--- src/rtl/reorder_buffer_if.sv ---
// reorder_buffer_if: dispatch, completion, flush and retire signals of the reorder buffer
interface reorder_buffer_if #(
  parameter int PTR_W = 4,
  parameter int AREG_W = 5,
  parameter int PREG_W = 6
);
  logic alloc_valid;
  logic alloc_ready;
  logic [AREG_W-1:0] alloc_rd;
  logic [PREG_W-1:0] alloc_phys_rd;
  logic [PREG_W-1:0] alloc_old_phys_rd;
  logic alloc_reg_write;
  logic [PTR_W-1:0] alloc_tag;
  logic cmpl_valid;
  logic [PTR_W-1:0] cmpl_tag;
  logic flush;
  logic commit_valid;
  logic retire_valid;
  logic [PREG_W-1:0] retire_phys_reg;
  logic [AREG_W-1:0] retire_rd;
  logic [PREG_W-1:0] retire_new_phys;
  logic rob_empty;
  logic rob_full;
  logic [PTR_W:0] rob_count;
  modport master (
    output alloc_valid, alloc_rd, alloc_phys_rd, alloc_old_phys_rd, alloc_reg_write,
           cmpl_valid, cmpl_tag, flush,
    input  alloc_ready, alloc_tag, commit_valid, retire_valid, retire_phys_reg,
           retire_rd, retire_new_phys, rob_empty, rob_full, rob_count
  );
  modport slave (
    input  alloc_valid, alloc_rd, alloc_phys_rd, alloc_old_phys_rd, alloc_reg_write,
           cmpl_valid, cmpl_tag, flush,
    output alloc_ready, alloc_tag, commit_valid, retire_valid, retire_phys_reg,
           retire_rd, retire_new_phys, rob_empty, rob_full, rob_count
  );
endinterface

--- src/rtl/reorder_buffer.sv ---
// reorder_buffer: in-order retirement with out-of-order completion; ROB_CMPL_BYPASS_EN lets a completing head retire on the same edge
module reorder_buffer #(
  parameter int DEPTH = 16,
  parameter int PTR_W = 4,
  parameter int AREG_W = 5,
  parameter int PREG_W = 6
) (
  input logic clk,
  input logic reset_n,
  reorder_buffer_if.slave rob
);
  logic [DEPTH-1:0] valid, done, reg_write;
  logic [AREG_W-1:0] rd [DEPTH];
  logic [PREG_W-1:0] phys_rd [DEPTH];
  logic [PREG_W-1:0] old_phys_rd [DEPTH];
  logic [PTR_W-1:0] head, tail;
  logic [PTR_W:0] count;
  logic do_alloc, do_cmpl, head_done, do_retire;
  assign rob.alloc_ready = count != (PTR_W+1)'(DEPTH);
  assign rob.alloc_tag = tail;
  assign rob.rob_empty = count == '0;
  assign rob.rob_full = count == (PTR_W+1)'(DEPTH);
  assign rob.rob_count = count;
  always_comb begin
    do_alloc = rob.alloc_valid && rob.alloc_ready;
    do_cmpl = rob.cmpl_valid && valid[rob.cmpl_tag] && !(do_alloc && rob.cmpl_tag == tail);
`ifdef ROB_CMPL_BYPASS_EN
    head_done = done[head] || (do_cmpl && rob.cmpl_tag == head);
`else
    head_done = done[head];
`endif
    do_retire = valid[head] && head_done;
  end
  always_ff @(posedge clk) begin
    if (!reset_n) begin
      valid <= '0;
      done <= '0;
      head <= '0;
      tail <= '0;
      count <= '0;
      rob.commit_valid <= 1'b0;
      rob.retire_valid <= 1'b0;
      rob.retire_phys_reg <= '0;
      rob.retire_rd <= '0;
      rob.retire_new_phys <= '0;
    end else if (rob.flush) begin
      valid <= '0;
      head <= '0;
      tail <= '0;
      count <= '0;
      rob.commit_valid <= 1'b0;
      rob.retire_valid <= 1'b0;
    end else begin
      if (do_alloc) begin
        valid[tail] <= 1'b1;
        done[tail] <= 1'b0;
        tail <= tail + PTR_W'(1);
      end
      if (do_cmpl) done[rob.cmpl_tag] <= 1'b1;
      if (do_retire) begin
        valid[head] <= 1'b0;
        head <= head + PTR_W'(1);
        rob.retire_phys_reg <= old_phys_rd[head];
        rob.retire_rd <= rd[head];
        rob.retire_new_phys <= phys_rd[head];
      end
      count <= count + (PTR_W+1)'(do_alloc) - (PTR_W+1)'(do_retire);
      rob.commit_valid <= do_retire;
      rob.retire_valid <= do_retire && reg_write[head];
    end
  end
  // payload is only meaningful while valid is set, so it needs no reset
  always_ff @(posedge clk) begin
    if (do_alloc) begin
      reg_write[tail] <= rob.alloc_reg_write;
      rd[tail] <= rob.alloc_rd;
      phys_rd[tail] <= rob.alloc_phys_rd;
      old_phys_rd[tail] <= rob.alloc_old_phys_rd;
    end
  end
endmodule

--- src/flat_wrapper.sv ---
// flat-port wrapper written by rule: the top's interface ports become plain ports
module reorder_buffer_flat 
#(
  parameter int DEPTH = 16,
  parameter int PTR_W = 4,
  parameter int AREG_W = 5,
  parameter int PREG_W = 6
)
  (clk, reset_n, rob_alloc_valid, rob_alloc_rd, rob_alloc_phys_rd, rob_alloc_old_phys_rd, rob_alloc_reg_write, rob_cmpl_valid, rob_cmpl_tag, rob_flush, rob_alloc_ready, rob_alloc_tag, rob_commit_valid, rob_retire_valid, rob_retire_phys_reg, rob_retire_rd, rob_retire_new_phys, rob_rob_empty, rob_rob_full, rob_rob_count);
  reorder_buffer_if #(.PTR_W(PTR_W), .AREG_W(AREG_W), .PREG_W(PREG_W)) rob_i ();
  input logic clk;
  input logic reset_n;
  input wire logic [$bits(rob_i.alloc_valid)-1:0] rob_alloc_valid;
  input wire logic [$bits(rob_i.alloc_rd)-1:0] rob_alloc_rd;
  input wire logic [$bits(rob_i.alloc_phys_rd)-1:0] rob_alloc_phys_rd;
  input wire logic [$bits(rob_i.alloc_old_phys_rd)-1:0] rob_alloc_old_phys_rd;
  input wire logic [$bits(rob_i.alloc_reg_write)-1:0] rob_alloc_reg_write;
  input wire logic [$bits(rob_i.cmpl_valid)-1:0] rob_cmpl_valid;
  input wire logic [$bits(rob_i.cmpl_tag)-1:0] rob_cmpl_tag;
  input wire logic [$bits(rob_i.flush)-1:0] rob_flush;
  output wire logic [$bits(rob_i.alloc_ready)-1:0] rob_alloc_ready;
  output wire logic [$bits(rob_i.alloc_tag)-1:0] rob_alloc_tag;
  output wire logic [$bits(rob_i.commit_valid)-1:0] rob_commit_valid;
  output wire logic [$bits(rob_i.retire_valid)-1:0] rob_retire_valid;
  output wire logic [$bits(rob_i.retire_phys_reg)-1:0] rob_retire_phys_reg;
  output wire logic [$bits(rob_i.retire_rd)-1:0] rob_retire_rd;
  output wire logic [$bits(rob_i.retire_new_phys)-1:0] rob_retire_new_phys;
  output wire logic [$bits(rob_i.rob_empty)-1:0] rob_rob_empty;
  output wire logic [$bits(rob_i.rob_full)-1:0] rob_rob_full;
  output wire logic [$bits(rob_i.rob_count)-1:0] rob_rob_count;
  assign rob_i.alloc_valid = rob_alloc_valid;
  assign rob_i.alloc_rd = rob_alloc_rd;
  assign rob_i.alloc_phys_rd = rob_alloc_phys_rd;
  assign rob_i.alloc_old_phys_rd = rob_alloc_old_phys_rd;
  assign rob_i.alloc_reg_write = rob_alloc_reg_write;
  assign rob_i.cmpl_valid = rob_cmpl_valid;
  assign rob_i.cmpl_tag = rob_cmpl_tag;
  assign rob_i.flush = rob_flush;
  assign rob_alloc_ready = rob_i.alloc_ready;
  assign rob_alloc_tag = rob_i.alloc_tag;
  assign rob_commit_valid = rob_i.commit_valid;
  assign rob_retire_valid = rob_i.retire_valid;
  assign rob_retire_phys_reg = rob_i.retire_phys_reg;
  assign rob_retire_rd = rob_i.retire_rd;
  assign rob_retire_new_phys = rob_i.retire_new_phys;
  assign rob_rob_empty = rob_i.rob_empty;
  assign rob_rob_full = rob_i.rob_full;
  assign rob_rob_count = rob_i.rob_count;
  reorder_buffer #(.DEPTH(DEPTH), .PTR_W(PTR_W), .AREG_W(AREG_W), .PREG_W(PREG_W)) u_core (.clk(clk), .reset_n(reset_n), .rob(rob_i));
endmodule
--- config.mk ---
export PLATFORM = sky130hd
export DESIGN_NAME = reorder_buffer_flat
export DESIGN_NICKNAME = d
export VERILOG_FILES = /design/src/rtl/reorder_buffer_if.sv /design/src/rtl/reorder_buffer.sv /design/src/flat_wrapper.sv
export SDC_FILE = /design/constraint.sdc
export NUM_CORES = 1
export LEC_CHECK = 0
export BUFFER_PORTS_ARGS = -buffer_cell sky130_fd_sc_hd__buf_2
export CORE_MARGIN = 10
export CORE_UTILIZATION = 61
export CTS_CLUSTER_DIAMETER = 100
export DETAILED_ROUTE_END_ITERATION = 10
export GPL_TIMING_DRIVEN = 0
export PLACE_DENSITY_LB_ADDON = 0.08
export SYNTH_ARGS = -nofsm -noshare
export SYNTH_HDL_FRONTEND = slang
export SYNTH_SLANG_ARGS = --single-unit
--- constraint.sdc ---
create_clock -name clk -period 3.5 [get_ports clk]
set_clock_uncertainty 0.1 [all_clocks]
set_input_delay 0.175 -clock clk [delete_from_list [all_inputs] [get_ports clk]]
set_output_delay 0.175 -clock clk [all_outputs]
set_load 0.1 [all_outputs]
==> flow_summary.ini <==
[outcome]
run_status = completed

[power]
intPower_mw = 6.89
p_seq_share_pct = 52.8
powerDensity_nw_per_um2 = 522
p_leak_nw = 5.37
fin_total_pwr_mw = 8.65
combinationalPowerShare_pct = 3.3
p_clk_share_pct = 44.0
p_sw_share_pct = 20.4
switching_power_mw = 1.77
ir_drop_v = 0.000535

[synth]
synth_top_area_share_pct = 60.7
ys_seq_elements = 352
avgSynthCellArea_um2 = 17.9
syn_nets = 837
synth_edf_count = 288
ys_types = 63
ys_async_sr_fraction_pct = 0
synth_warnings = 0
synth_ff_type = edfxtp_1
synth_area_leaders = edfxtp_1 61%, mux4_2 12%, dfxtp_1 9.0%
syn_inst = 795
netlist_area_um2 = 14200
post-synth-top-area-cell = edfxtp_1
ys_seq_area_share_pct = 69.7

[final_layout]
top_regs = u_core.old_phys_rd: 96 flops, u_core.phys_rd: 96 flops, u_core.rd: 80 flops
seqCellArea_um2 = 9950
area_growth_syn_to_layout_pct = 16.5
nFillCells = 1376
multi_input_area_um2 = 4110
finalNetCount = 957
final_cells = 1255
layout-drive-gt1-share_pct = 28.9
n_antenna_cell = 0
final_core_util_pct = 72.8

[setup_path]
ff2ff_path_depth = 16
critPathArrivalTime_ns = 3.63
crit_buf_inv = 5
worstPathCellList = buf_4 > and3b_1 > o21ai_0 > a22o_1 > nor3_4 > buf_6 > ha_1 > inv_1 > ha_4 > inv_2 > fa_2 > inv_2 > a21oi_2 > nor2_1 > o21ai_0 > a21oi_1
path_class = reg2reg
end_kind = flop
worstPathMaxFanout = 10
critPathSlowestCell = o21ai_0
timing.rr.end = u_core.rob.rob_count[4]
max_stage_delay_ns = 0.40
reg2reg_slack_ns = 0.20
startpoint_type = flop
critPathTopFamily = compound AO/OA/AOI/OAI gates
rr_startpoint = u_core.head[2]
cp.depth = 16
worstPathRequired_ns = 3.84

[job]
maxCapViolations = 0

[clock_tree]
cts_root_buffer = clkbuf_16
numClockSinks = 352
clk_pin_slew_ns = 0.05
clock_latency_ns = 0.53
cts_tree = built
cts_max_level = 2
cts_buffer_depth = 3
cts_buffers = 37

[sta]
hold_viol = 0
min_period_over_period_pct = 94.2
max_freq_mhz = 303
fin_ws_ns = 0.205
setup_tns_ns = 0
tightestPinTransition_ns = 1.40
finalSetupViolCount = 0
relSlewSlack_pct = 6.14
rsz0062_at_grt = false
slew_viol_final = 0
period_minus_slack_ns = 3.30

[min_path]
hold_end = u_core.rob.rob_count[2]
holdPathStages = 4
hold_class = in2reg
hold_start = reset_n

[place]
gp_congestion = 0.955
dpl.hpwl_um = 22800
io_buffer_count = 55
dp_cells = 1163
place_ws_ns = -0.0431

[global_routing]
grt_pass1_vias = 8490
gr-usage-all-layers_pct = 24.8
grt_pass1_wl_um = 55400
grt_max_degree = 19
antenna_found_initial = 0
overflow = 0

[floorplan]
start_util_pct = 62.5
design.core.area_um2 = 22800
pin_count = 58
rows = 55
dieArea_um2 = 29900
die_w_um = 173
die-height_um = 173

[route]
antenna_left = 0
drc = 0
wl_per_cell_um = 30.0
wl_um = 37600
drt_iter0_drc = 1230
via_per_inst = 6.77
vias = 8498
firstDrtPassIters = 5
-- stage by stage --
step           area, um2  hold WS, ns
2_1_floorplan      14400        0.174
3_3_place_gp       15100        0.359
3_5_place_dp       15100        0.365
4_1_cts            16500       0.0212
5_1_grt            16600       0.0913
6_report           16600       0.0431
-- cell usage in the layout, fill, tap and decap left out, types with 15 or more instances in the layout --
cell type / synthesis / routed
a22o_1: 35 / 35
o21ai_0: 37 / 36
edfxtp_1: 288 / 288
o311ai_0: 17 / 17
dlygate4sd3_1: 0 / 20
clkbuf_1: 32 / 43
nand2_1: 15 / 15
o41ai_1: 16 / 16
mux4_2: 77 / 77
a31oi_1: 16 / 16
buf_2: 18 / 73
clkbuf_16: 0 / 38
dfxtp_1: 64 / 58
-- logic make-up (layout without fill, tap and decap cells) --
logic type	after synthesis	count (layout)	share of synthesized area [%]
XOR/XNOR	9	9	0.554
multiplexers	79	79	12.3
flip-flops	352	352	69.7
buffers and inverters	74	221	2.48
AND/OR/NAND/NOR	97	97	4.28
adder cells (fa/ha/maj)	15	15	1.37
AO/OA/AOI/OAI	169	169	9.26
-- repair_timing --
item | 4_1_cts | 5_1_grt
endpoints found under the setup margin | 1 | 1
hold buffers | 20 | 0
setup buffers | 0 | 3
endpoints found under the hold margin | 294 | 0
gates resized for setup | 1 | 3
pin swaps | 0 | 3
-- metal layers --
layer  up-vias  global-route usage, %  share of wire (%)
met5         -                      0                  0
met4         0                   8.12                2.6
met3        82                   4.75                9.0
met2       495                   39.8                 49
met1      4357                   33.6                 39
li1       3564                      -                  -
-- power groups by stage --
stage | clock [mW] | sequential (mW) | combinational (mW)
2_1_floorplan | 0 | 4.67 | 0.126
3_3_place_gp | 0 | 4.65 | 0.247
3_5_place_dp | 0 | 4.65 | 0.257
4_1_cts | 3.84 | 4.56 | 0.276
5_1_grt | 4.01 | 4.56 | 0.301
6_report | 3.81 | 4.56 | 0.283
-- tightest hold or removal path, stage by stage --
cell and delay (ns):
buf_2 0.13, nor2b_1 0.18, o21ai_0 0.09, a21oi_1 0.04
-- worst max-delay path by stage --
stage                             from                       to  slack (ns)
2_1_floorplan  u_core.rob.rob_count[2]  u_core.rob.rob_count[4]       -0.69
3_3_place_gp            u_core.head[1]  u_core.rob.rob_count[4]        0.09
3_5_place_dp            u_core.head[1]  u_core.rob.rob_count[4]       -0.04
4_1_cts                 u_core.head[1]  u_core.rob.rob_count[4]        0.02
5_1_grt                 u_core.head[0]  u_core.rob.rob_count[4]       0.007
6_report                u_core.head[2]  u_core.rob.rob_count[4]        0.20
-- final cells by class --
| cell class | instances | area share, % |
|---|---|---|
| clock buffer | 56 | 6.38 |
| buffer | 59 | 1.89 |
| clock inverter | 10 | 0.732 |
| tap | 313 | 2.36 |
| inverter | 15 | 0.385 |
| timing repair buffer | 81 | 3.50 |
| multi-input combinational | 369 | 24.8 |
| sequential | 352 | 60.0 |
-- cell usage after synthesis, types with 8 or more instances --
master / instances
edfxtp_1: 288
mux4_2: 77
dfxtp_1: 64
o21ai_0: 37
a22o_1: 35
clkbuf_1: 32
nor2_1: 22
buf_2: 18
o311ai_0: 17
a31oi_1: 16
o41ai_1: 16
nand2_1: 15
ha_1: 14
inv_1: 14
a311oi_1: 12
o311ai_1: 9
a21oi_1: 8
Note: power is estimated with default switching activity, not from simulation.
